`src/rtl/spi_slave_fifo_pkg.sv`:
```
// spi_pkg: shared SPI slave types, constants and edge-role helper
package spi_pkg;
  typedef enum logic {IDLE, ACTIVE} spi_state_t;
  localparam int SPI_MIN_CLK_RATIO = 8;
  typedef struct packed {
    logic sample_rise;
    logic shift_rise;
  } spi_edge_sel_t;
  function automatic spi_edge_sel_t edge_sel(input logic cpol, input logic cpha);
    spi_edge_sel_t s;
    s.sample_rise = ~(cpol ^ cpha);
    s.shift_rise = cpol ^ cpha;
    return s;
  endfunction
endpackage

```
`src/rtl/spi_slave_fifo_sync_fifo.sv`:
```
// sync_fifo: first-word-fall-through FIFO with occupancy level; push while full only lands alongside a pop
module sync_fifo #(
  parameter int WIDTH = 8,
  parameter int DEPTH = 4
) (
  input  logic                     clk,
  input  logic                     reset,
  input  logic                     push,
  input  logic [WIDTH-1:0]         din,
  input  logic                     pop,
  output logic [WIDTH-1:0]         dout,
  output logic                     full,
  output logic                     empty,
  output logic [$clog2(DEPTH):0]   level
);
  localparam int AW = $clog2(DEPTH);
  localparam int LW = AW + 1;
  logic [WIDTH-1:0] mem [DEPTH];
  logic [AW-1:0] wr_ptr, rd_ptr;
  logic push_ok, pop_ok;
  assign full = level == LW'(DEPTH);
  assign empty = level == '0;
  assign pop_ok = pop & ~empty;
  assign push_ok = push & (~full | pop_ok);
  assign dout = mem[rd_ptr];
  // storage array, written only when the push is accepted
  always_ff @(posedge clk) begin
    if (push_ok) mem[wr_ptr] <= din;
  end
  // pointers and occupancy; power-of-two depth lets pointers wrap naturally
  always_ff @(posedge clk or posedge reset) begin
    if (reset) begin
      wr_ptr <= '0;
      rd_ptr <= '0;
      level <= '0;
    end else begin
      wr_ptr <= wr_ptr + AW'(push_ok);
      rd_ptr <= rd_ptr + AW'(pop_ok);
      level <= level + LW'(push_ok) - LW'(pop_ok);
    end
  end
endmodule

```
`src/rtl/spi_slave_fifo.sv`:
```
// spi_slave_fifo: oversampled SPI slave, any CPOL/CPHA, TX FIFO on MISO; SPI_LSB_FIRST_EN selects LSB-first shifting
module spi_slave_fifo
  import spi_pkg::*;
#(
  parameter int DATA_W = 8,
  parameter int TX_DEPTH = 4,
  parameter int SYNC_STAGES = 2
) (
  input  logic                      clk,
  input  logic                      reset,
  input  logic                      cpol,
  input  logic                      cpha,
  input  logic                      cs_bar,
  input  logic                      sclk,
  input  logic                      mosi,
  output logic                      miso,
  input  logic [DATA_W-1:0]         tx_data,
  input  logic                      tx_push,
  output logic                      tx_full,
  output logic [$clog2(TX_DEPTH):0] tx_level,
  output logic [DATA_W-1:0]         rx_data,
  output logic                      rx_valid,
  output logic                      tx_done,
  output logic                      underrun,
  input  logic                      underrun_clr
);
  localparam int CW = $clog2(DATA_W + 1);
  spi_state_t state, state_nxt;
  spi_edge_sel_t sel_q;
  logic [SYNC_STAGES-1:0] sclk_sync, cs_sync, mosi_sync;
  logic sclk_d, cs_d;
  logic sclk_s, cs_s, mosi_s;
  logic rise, fall, cs_fall, cs_rise;
  logic sample_ev, shift_ev, word_done, load;
  logic [CW-1:0] bit_cnt;
  logic [DATA_W-1:0] rx_sh, rx_next, tx_sh, tx_shifted, fifo_dout;
  logic tx_bit, fifo_empty;
  assign sclk_s = sclk_sync[SYNC_STAGES-1];
  assign cs_s = cs_sync[SYNC_STAGES-1];
  assign mosi_s = mosi_sync[SYNC_STAGES-1];
  assign rise = sclk_s & ~sclk_d;
  assign fall = ~sclk_s & sclk_d;
  assign cs_fall = ~cs_s & cs_d;
  assign cs_rise = cs_s & ~cs_d;
  assign sample_ev = (state == ACTIVE) & ~cs_rise & (sel_q.sample_rise ? rise : fall);
  assign shift_ev = (state == ACTIVE) & ~cs_rise & (sel_q.shift_rise ? rise : fall);
  assign word_done = sample_ev & (bit_cnt == CW'(DATA_W - 1));
`ifdef SPI_LSB_FIRST_EN
  assign rx_next = {mosi_s, rx_sh[DATA_W-1:1]};
  assign tx_shifted = {1'b0, tx_sh[DATA_W-1:1]};
  assign tx_bit = tx_sh[0];
`else
  assign rx_next = {rx_sh[DATA_W-2:0], mosi_s};
  assign tx_shifted = {tx_sh[DATA_W-2:0], 1'b0};
  assign tx_bit = tx_sh[DATA_W-1];
`endif
  sync_fifo #(.WIDTH(DATA_W), .DEPTH(TX_DEPTH)) u_fifo (
    .clk(clk),
    .reset(reset),
    .push(tx_push),
    .din(tx_data),
    .pop(load),
    .dout(fifo_dout),
    .full(tx_full),
    .empty(fifo_empty),
    .level(tx_level)
  );
  // pin synchronisers plus one-cycle delayed copies for edge detection; cs idles high
  always_ff @(posedge clk or posedge reset) begin
    if (reset) begin
      sclk_sync <= '0;
      cs_sync <= '1;
      mosi_sync <= '0;
      sclk_d <= 1'b0;
      cs_d <= 1'b1;
    end else begin
      sclk_sync <= {sclk_sync[SYNC_STAGES-2:0], sclk};
      cs_sync <= {cs_sync[SYNC_STAGES-2:0], cs_bar};
      mosi_sync <= {mosi_sync[SYNC_STAGES-2:0], mosi};
      sclk_d <= sclk_s;
      cs_d <= cs_s;
    end
  end
  // state register; clock mode is frozen at the moment of selection
  always_ff @(posedge clk or posedge reset) begin
    if (reset) begin
      state <= IDLE;
      sel_q <= '0;
    end else begin
      state <= state_nxt;
      if (state == IDLE && cs_fall) sel_q <= edge_sel(cpol, cpha);
    end
  end
  // next state and load: load on selection and on every completed word
  always_comb begin
    state_nxt = state;
    load = 1'b0;
    if (state == IDLE) begin
      state_nxt = cs_fall ? ACTIVE : IDLE;
      load = cs_fall;
    end else begin
      state_nxt = cs_rise ? IDLE : ACTIVE;
      load = word_done;
    end
  end
  // receive path: bit counter, rx shift register and word strobes; deselect drops a partial word
  always_ff @(posedge clk or posedge reset) begin
    if (reset) begin
      bit_cnt <= '0;
      rx_sh <= '0;
      rx_data <= '0;
      rx_valid <= 1'b0;
      tx_done <= 1'b0;
    end else begin
      rx_valid <= word_done;
      tx_done <= word_done;
      if (state == ACTIVE && cs_rise) bit_cnt <= '0;
      else if (sample_ev) begin
        bit_cnt <= word_done ? '0 : bit_cnt + 1'b1;
        rx_sh <= rx_next;
        if (word_done) rx_data <= rx_next;
      end
    end
  end
  // transmit path: load from FIFO head (zeros on underrun), shift only once a bit has been sampled
  always_ff @(posedge clk or posedge reset) begin
    if (reset) begin
      tx_sh <= '0;
      miso <= 1'b0;
      underrun <= 1'b0;
    end else begin
      if (load) tx_sh <= fifo_empty ? '0 : fifo_dout;
      else if (shift_ev && bit_cnt != '0) tx_sh <= tx_shifted;
      miso <= (state == ACTIVE) ? tx_bit : 1'b0;
      underrun <= (load & fifo_empty) | (underrun & ~underrun_clr);
    end
  end
endmodule
```
`config.mk`:
```
export PLATFORM = sky130hd
export DESIGN_NAME = spi_slave_fifo
export DESIGN_NICKNAME = d
export VERILOG_FILES = /design/src/rtl/spi_slave_fifo_pkg.sv /design/src/rtl/spi_slave_fifo_sync_fifo.sv /design/src/rtl/spi_slave_fifo.sv
export SDC_FILE = /design/constraint.sdc
export NUM_CORES = 1
export LEC_CHECK = 0
export CORE_MARGIN = 4
export CORE_UTILIZATION = 60
export DETAILED_ROUTE_END_ITERATION = 12
export PLACE_DENSITY_LB_ADDON = 0.2
export RECOVER_POWER = 50
export SLEW_MARGIN = 20
export SYNTH_ARGS = -nofsm -noshare
export SYNTH_HDL_FRONTEND = slang
export SYNTH_SLANG_ARGS = --single-unit
```
`constraint.sdc`:
```
create_clock -name clk -period 4.5 [get_ports clk]
set_input_delay 0.675 -clock clk [delete_from_list [all_inputs] [get_ports clk]]
set_output_delay 0.675 -clock clk [all_outputs]
set_load 0.01 [all_outputs]
```
### Yosys cells after proc, flatten, opt, wreduce, memory -nomap -nowiden

Memories as Yosys holds them, arrays and structs flattened.
Index checks and enable logic that the tools add are counted.

* register bits after elaboration: 48
* memory bits (writable): 32
* input bits: 17
* output and inout bits: 16
* logic and storage cells: 76
* memories kept: 1

Memory list
* u_fifo.mem: words 4, width 8, read ports 1, clocked after memory_dff 0, write ports 1, line spi_slave_fifo_sync_fifo.sv:18 `logic [WIDTH-1:0] mem [DEPTH];`

* $add $sub $neg: 5
* equal/unequal tests: 2
* mux-type cells: 15
* bitwise gates (word level): 26
* reduce and logical (&&, ||, !) cells: 9

Operator list (number)
* 2-to-1 mux 8 bit: 3
* bitwise AND 1 bit: 12
* 2-to-1 mux 4 bit: 3
* NOT 1 bit: 11
* 2-to-1 mux 1 bit: 9
* adder 2 x 1 -> 2 bit: 2
* adder 4 x 1 -> 4 bit, second input constant: 1
* equality test 4 x 3 -> 1 bit, second input constant: 1
* nonzero test 2 bit: 2
* nonzero test 4 bit: 1
* adder 3 x 1 -> 3 bit: 1
* equality test 3 bit, second input constant: 1
* logical AND 1 bit: 3
* zero test 3 bit: 1
* AND reduction 3 bit: 1
* subtractor 3 x 1 -> 3 bit: 1
* bitwise OR 1 bit: 2
* AND reduction 2 bit: 1
* bitwise XOR 1 bit: 1

### Logic depth before layout (Yosys ltp)

* depth after elaboration: 12
* depth in mapped cells: 10
* depth with buffers taken out: 10

### Modules after synthesis

A second synthesis with hierarchy kept.

* cell total of the unflattened synthesis: 206
* area total of the unflattened synthesis: 3286.9 um^2

By module, submodules not included
* spi_slave_fifo: instances 1, cells an instance 132, area an instance 1732.9 um^2, sequential area each 1029.7 um^2
* sync_fifo: instances 1, cells an instance 74, area an instance 1554.0 um^2, sequential area each 1136.1 um^2

### Worst setup path before layout

OpenSTA, ideal clock, no wires.

* path type: register -> register
* start: register cs_d
* end: register u_fifo.level[2]
* setup time: 0.123 ns
* data arrival time: 2.137 ns
* required time: 4.377 ns
* path slack: 2.240 ns
* stages on the path, launching flop included: 8
* buffers on the path: 0
* clock period less this slack: 2.260 ns
* path through: dfstp_2 -> nor2b_1 -> and2_0 -> o21ai_1 -> or2_1 -> fa_1 -> xnor2_1 -> xnor2_1

* cells in the longest elaborated chain, start to end: 12
* elaborated cells between the ends (all ways): 13
* those cells by class: add/sub: 2; mux: 1; bitwise: 10

Ends and longest elaborated chain
* from (decl): line spi_slave_fifo.sv:31 `logic sclk_d, cs_d;`
* from (signal assigned): line spi_slave_fifo.sv:81 `cs_d <= cs_s;`
* NOT 1 bit: line spi_slave_fifo.sv:44 `assign cs_rise = cs_s & ~cs_d;`
* bitwise AND 1 bit: line spi_slave_fifo.sv:44
* NOT 1 bit: line spi_slave_fifo.sv:45 `assign sample_ev = (state == ACTIVE) & ~cs_rise & (sel_q.sample_rise ? rise : fall);`
* bitwise AND 1 bit (2 in a row): line spi_slave_fifo.sv:45
* bitwise AND 1 bit: line spi_slave_fifo.sv:47 `assign word_done = sample_ev & (bit_cnt == CW'(DATA_W - 1));`
* 2-to-1 mux 1 bit *: line spi_slave_fifo.sv:98 `if (state == IDLE) begin`
* bitwise AND 1 bit *: line spi_slave_fifo_sync_fifo.sv:23 `assign pop_ok = pop & ~empty;`
* bitwise OR 1 bit: line spi_slave_fifo_sync_fifo.sv:24 `assign push_ok = push & (~full | pop_ok);`
* bitwise AND 1 bit: line spi_slave_fifo_sync_fifo.sv:24
* adder 3 x 1 -> 3 bit: line spi_slave_fifo_sync_fifo.sv:39 `level <= level + LW'(push_ok) - LW'(pop_ok);`
* subtractor 3 x 1 -> 3 bit *: line spi_slave_fifo_sync_fifo.sv:39
* to (signal assigned): line spi_slave_fifo_sync_fifo.sv:39
* to (decl): line spi_slave_fifo_sync_fifo.sv:14 `output logic [$clog2(DEPTH):0] level`

Every way passes the cells marked *; elsewhere a longest branch is shown, timed or not.
A chain may end at the register's enable or synchronous reset.

### Final worst setup path

* start: register bit_cnt[0]
* end: register u_fifo.level[2]

* cells in the longest elaborated chain, start to end: 8

Ends and longest elaborated chain
* from (decl): line spi_slave_fifo.sv:35 `logic [CW-1:0] bit_cnt;`
* from (signal assigned): line spi_slave_fifo.sv:119 `bit_cnt <= word_done ? '0 : bit_cnt + 1'b1;`
* equality test 4 x 3 -> 1 bit *: line spi_slave_fifo.sv:47
* bitwise AND 1 bit *: line spi_slave_fifo.sv:47
* 2-to-1 mux 1 bit *: line spi_slave_fifo.sv:98
* bitwise AND 1 bit *: line spi_slave_fifo_sync_fifo.sv:23
* bitwise OR 1 bit: line spi_slave_fifo_sync_fifo.sv:24
* bitwise AND 1 bit: line spi_slave_fifo_sync_fifo.sv:24
* adder 3 x 1 -> 3 bit: line spi_slave_fifo_sync_fifo.sv:39
* subtractor 3 x 1 -> 3 bit *: line spi_slave_fifo_sync_fifo.sv:39

Marks and branches as above.

==> results.md <==
- The floorplan core area is 5200 um^2.
- Yosys mapped a number of flops with a built-in enable equal to 32.
- In the synthesized netlist the dominant register cell turns out to be sky130_fd_sc_hd__dfrtp_1.
- The final routed DRC violation total is 0.
- The port buffer count is 32.
- The cell at the root of the clock tree is sky130_fd_sc_hd__clkbuf_8.
- The clock reaches the later pin of the worst-skew pair after 340 ps.
- The standby leakage power is 1.61 nW.
- The source of the worst hold timing path is sclk_sync[0].
- The checks that failed: capacitance limit, slew limit.
- After the last flow step, the layout net total stands at 260.
- The worst hold path terminates at sclk_sync[1].
- The number of placement rows is 26.
- The endpoint of the worst register-to-register path is u_fifo.level[2].
- The cell count of the worst hold path is 0.
- The post-cts resize count is 0.
- The number of nets handed over by synthesis was 224.
- The detail-routed via count per cell is 5.63.
- The number of cells on the worst reg-to-reg path is 10.
- The tool flagged a number of max-cap violations equal to 1.
- Averaged over all synthesized cells, the footprint is 16.3 um^2.
- The global route total overflow is 0.
- The largest individual stage delay along the critical path comes from the cell sky130_fd_sc_hd__dfrtp_1.
- The total area of sequential cells is 2170 um^2.
- The number of clock sinks is 80.
- Setup repair after global routing left no endpoint under its margin.
- The instance count of the mapped netlist is 202.
- The number of global-route vias before repair is 1,850.
- For this design the top-level I/O count stands at 33.
- Counting along the longest clock path gives a buffer depth of 2.
- Once the floorplan was initialized, standard cells occupied 63.1% of the core.
- The total power consumption of the routed design is 1.99 mW.
- The first-iteration detailed-routing DRC count is 110.
- The data arrival time of the critical path is 3230 ps.
- The largest driver fanout on the critical path is 11.
- The number of nets with antenna violations after routing is 0.
- Setup violations remaining at the end of the flow were counted as 0.
- Entering global routing, the biggest net connects 49 pins.
- The full die area is 6720 um^2.
- The global placement routability congestion is 0.732.
- The count of hold-fix buffers inserted at cts is 0.
- The number of antenna violations at the first check in global routing was 0.
- The placement-stage cell area is 3650 um^2.
- The y dimension of the die is 82 um.
- The CTS H-tree depth is 3.
- Global routing used 18.1% of the available tracks across all layers.
- Dividing total power by cell area gives a power density of 525 nW/um^2.
- Synthesis inferred 80 register bits.
- The worst setup path is launched from a flip-flop.
- In this run, distinct cell masters in the synthesized netlist total 48.
- The area of all placed cells without fillers is 3790 um^2.
- The HPWL after detailed placement is 3760 um.
- Based on the critical path, the design can be clocked at up to 0.338 GHz.
- The number of buffers added by the clock tree synthesis step is 9.
- The final layout contains routed wiring with a total length of 5350 um.
- The CTS tree is built.
- The growth of design area from synthesis to finish is 15.4%.
- The share of flip-flops with an asynchronous set or reset is 60.0%.
- The post-route fraction of the period consumed by the critical path is 65.8%.
- After detailed routing, the average wire length per cell comes to 17.1 um.
- The post-route clock skew is 4.72 ps.
- In this run the worst hold path is classified as reg2reg.
- The path type of the worst setup path is reg2reg.
- Detailed routing inserted a total of 1,763 vias.
- The layout cell share with drive strength beyond 1 is 18.5%.
- IR analysis of the VDD net gives a maximum drop of 0.397 mV.
- The number of hold-slack violations in the final timing report is 0.
- The flow ran to the end, but the final reports show violations.
- The transition time of the tightest slew-check pin is 1710 ps.
- The critical path capture point type is a flip-flop.
- The filler cells instantiated in the layout total 341.
- Of the synthesized area, sequential elements account for 65.9%.
- The mapped netlist covers 3290 um^2.
- The count of pins over their slew limit was 49.
- The number of antenna diodes in the final layout is 0.
- The critical path goes through ha_1, and3b_1, o2111ai_1, inv_1, o21ai_1, o21ai_0, ha_1, fa_1, xnor2_1, xnor2_1.
- Across all register-to-register paths, the minimum setup slack is 1540 ps.
- After routing, the total negative slack on setup checks comes to 0 ps.
- Headroom to the max-slew limit came out at -14.2%.
- The launch instance of the worst register-to-register path is bit_cnt[0].
- Buffers added to address setup during post-CTS repair amount to 0.
- The first global-routing pass estimated 8760 um of wire.
- The CTS clock-pin slew for the worst setup and hold paths is 70 ps.
- At the worst endpoint, the required time is 4770 ps.
- On the worst path, the slowest cell contributes a delay of 430 ps.
- The die span in x is 82 um.
- For this run, the detailed router's first-pass iteration total came to 4.
- The count of yosys warnings during synthesis is 0.
- Summing all multi-input logic gate instances after layout gives 1030 um^2.
- The post-route minimum period is 2960 ps.
## routing by layer
layer  GRT usage (%)  vias up  routed length (um)
li1                -      819                   -
met1            22.3      893                2290
met2            29.2       37                2730
met3            5.26       14                 199
met4            9.14        0                 127
met5               0        -                   0
## worst max-delay path: cells and delay by family (launching register included)
kind                     cells  cell delay [ps]
AO/OA/AOI/OAI                3              690
XOR/XNOR                     2              300
adder cells (fa/ha/maj)      3              840
buffers and inverters        1              410
flip-flops                   1              430
AND/OR/NAND/NOR              1              210
## Yosys cell counts, types with 2 or more instances
cell type | number | area share (%)
sky130_fd_sc_hd__a21oi_1 | 2 | 0.30
sky130_fd_sc_hd__o2111ai_4 | 2 | 1.6
sky130_fd_sc_hd__o211ai_2 | 2 | 0.76
sky130_fd_sc_hd__o21ai_0 | 3 | 0.46
sky130_fd_sc_hd__nand2_1 | 11 | 1.3
sky130_fd_sc_hd__ha_1 | 4 | 1.5
sky130_fd_sc_hd__xnor2_1 | 6 | 1.6
sky130_fd_sc_hd__and4b_1 | 2 | 0.61
sky130_fd_sc_hd__nor3b_1 | 2 | 0.46
sky130_fd_sc_hd__and2_1 | 3 | 0.57
sky130_fd_sc_hd__mux2i_1 | 14 | 4.3
sky130_fd_sc_hd__dfrtp_1 | 45 | 34
sky130_fd_sc_hd__nand3_1 | 5 | 0.76
sky130_fd_sc_hd__mux4_2 | 8 | 5.5
sky130_fd_sc_hd__clkbuf_1 | 2 | 0.23
sky130_fd_sc_hd__edfxtp_1 | 32 | 29
sky130_fd_sc_hd__dfstp_2 | 3 | 2.4
sky130_fd_sc_hd__mux2_2 | 16 | 5.5
sky130_fd_sc_hd__inv_1 | 8 | 0.91
sky130_fd_sc_hd__buf_2 | 3 | 0.46
sky130_fd_sc_hd__and3b_1 | 2 | 0.53
## sequential cells by signal, indices dropped and copies added, names as in the netlist
signal / cells
u_fifo.mem: 32
cs_d: 1
tx_sh: 8
underrun: 1
u_fifo.wr_ptr: 2
rx_data: 8
cs_sync: 2
sclk_sync: 2
u_fifo.rd_ptr: 2
tx_done: 1
sclk_d: 1
u_fifo.level: 3
miso: 1
rx_sh: 7
bit_cnt: 4
state: 1
mosi_sync: 2
sel_q: 2
## layout by cell type, fill, tap and decap left out, drive strengths merged, types with 8 or more instances in the layout
master / netlist / routed
mux2: 16 / 16
dfrtp: 45 / 45
mux2i: 14 / 14
clkbuf: 2 / 11
edfxtp: 32 / 32
inv: 9 / 9
clkdlybuf4s50: 0 / 20
nand2: 11 / 11
mux4: 8 / 8
dlygate4sd3: 0 / 12
## where the power goes
group | switching (mW) | total, mW | leakage [nW] | internal (mW)
logic | 0.212 | 0.478 | 0.637 | 0.266
clock network | 0.237 | 0.432 | 0.0782 | 0.195
registers | 0.139 | 1.08 | 0.895 | 0.941
## per-stage QoR
| stage | util (%) | hold WS (ps) | setup slack (ps) | cells |
|---|---|---|---|---|
| global route | 72.8 | 360 | 1350 | 313 |
| CTS | 73.2 | 351 | 1880 | 313 |
| finish | 72.8 | 351 | 1540 | 313 |
| detailed placement | 70.2 | 335 | 1890 | 297 |
| floorplan | - | 331 | 2240 | 202 |
| global placement | 70.2 | 334 | 2000 | 297 |
## layout make-up
cell class / count / share of cell area, %
Sequential cell: 80 / 57.1
Inverter: 9 / 0.891
Timing Repair Buffer: 32 / 8.45
Tap cell: 70 / 2.31
Clock buffer: 11 / 3.47
Clock inverter: 5 / 0.660
Multi-Input combinational cell: 106 / 27.1
## worst max-delay path by stage
stage	from	endpoint	slack [ps]
floorplan	cs_d	u_fifo.level[2]	2240
global placement	bit_cnt[0]	u_fifo.level[2]	2000
detailed placement	bit_cnt[0]	u_fifo.level[2]	1890
CTS	bit_cnt[0]	u_fifo.level[2]	1880
global route	bit_cnt[0]	u_fifo.level[2]	1350
finish	bit_cnt[0]	u_fifo.level[2]	1540
## kinds of logic after synthesis
group | share of synthesized area (%)
XOR/XNOR | 1.87
multiplexers | 15.2
AO/OA/AOI/OAI | 4.65
AND/OR/NAND/NOR | 7.92
buffers and inverters | 2.28
adder cells (fa/ha/maj) | 2.13
flip-flops | 65.9
(Power assumes the default switching activity.)
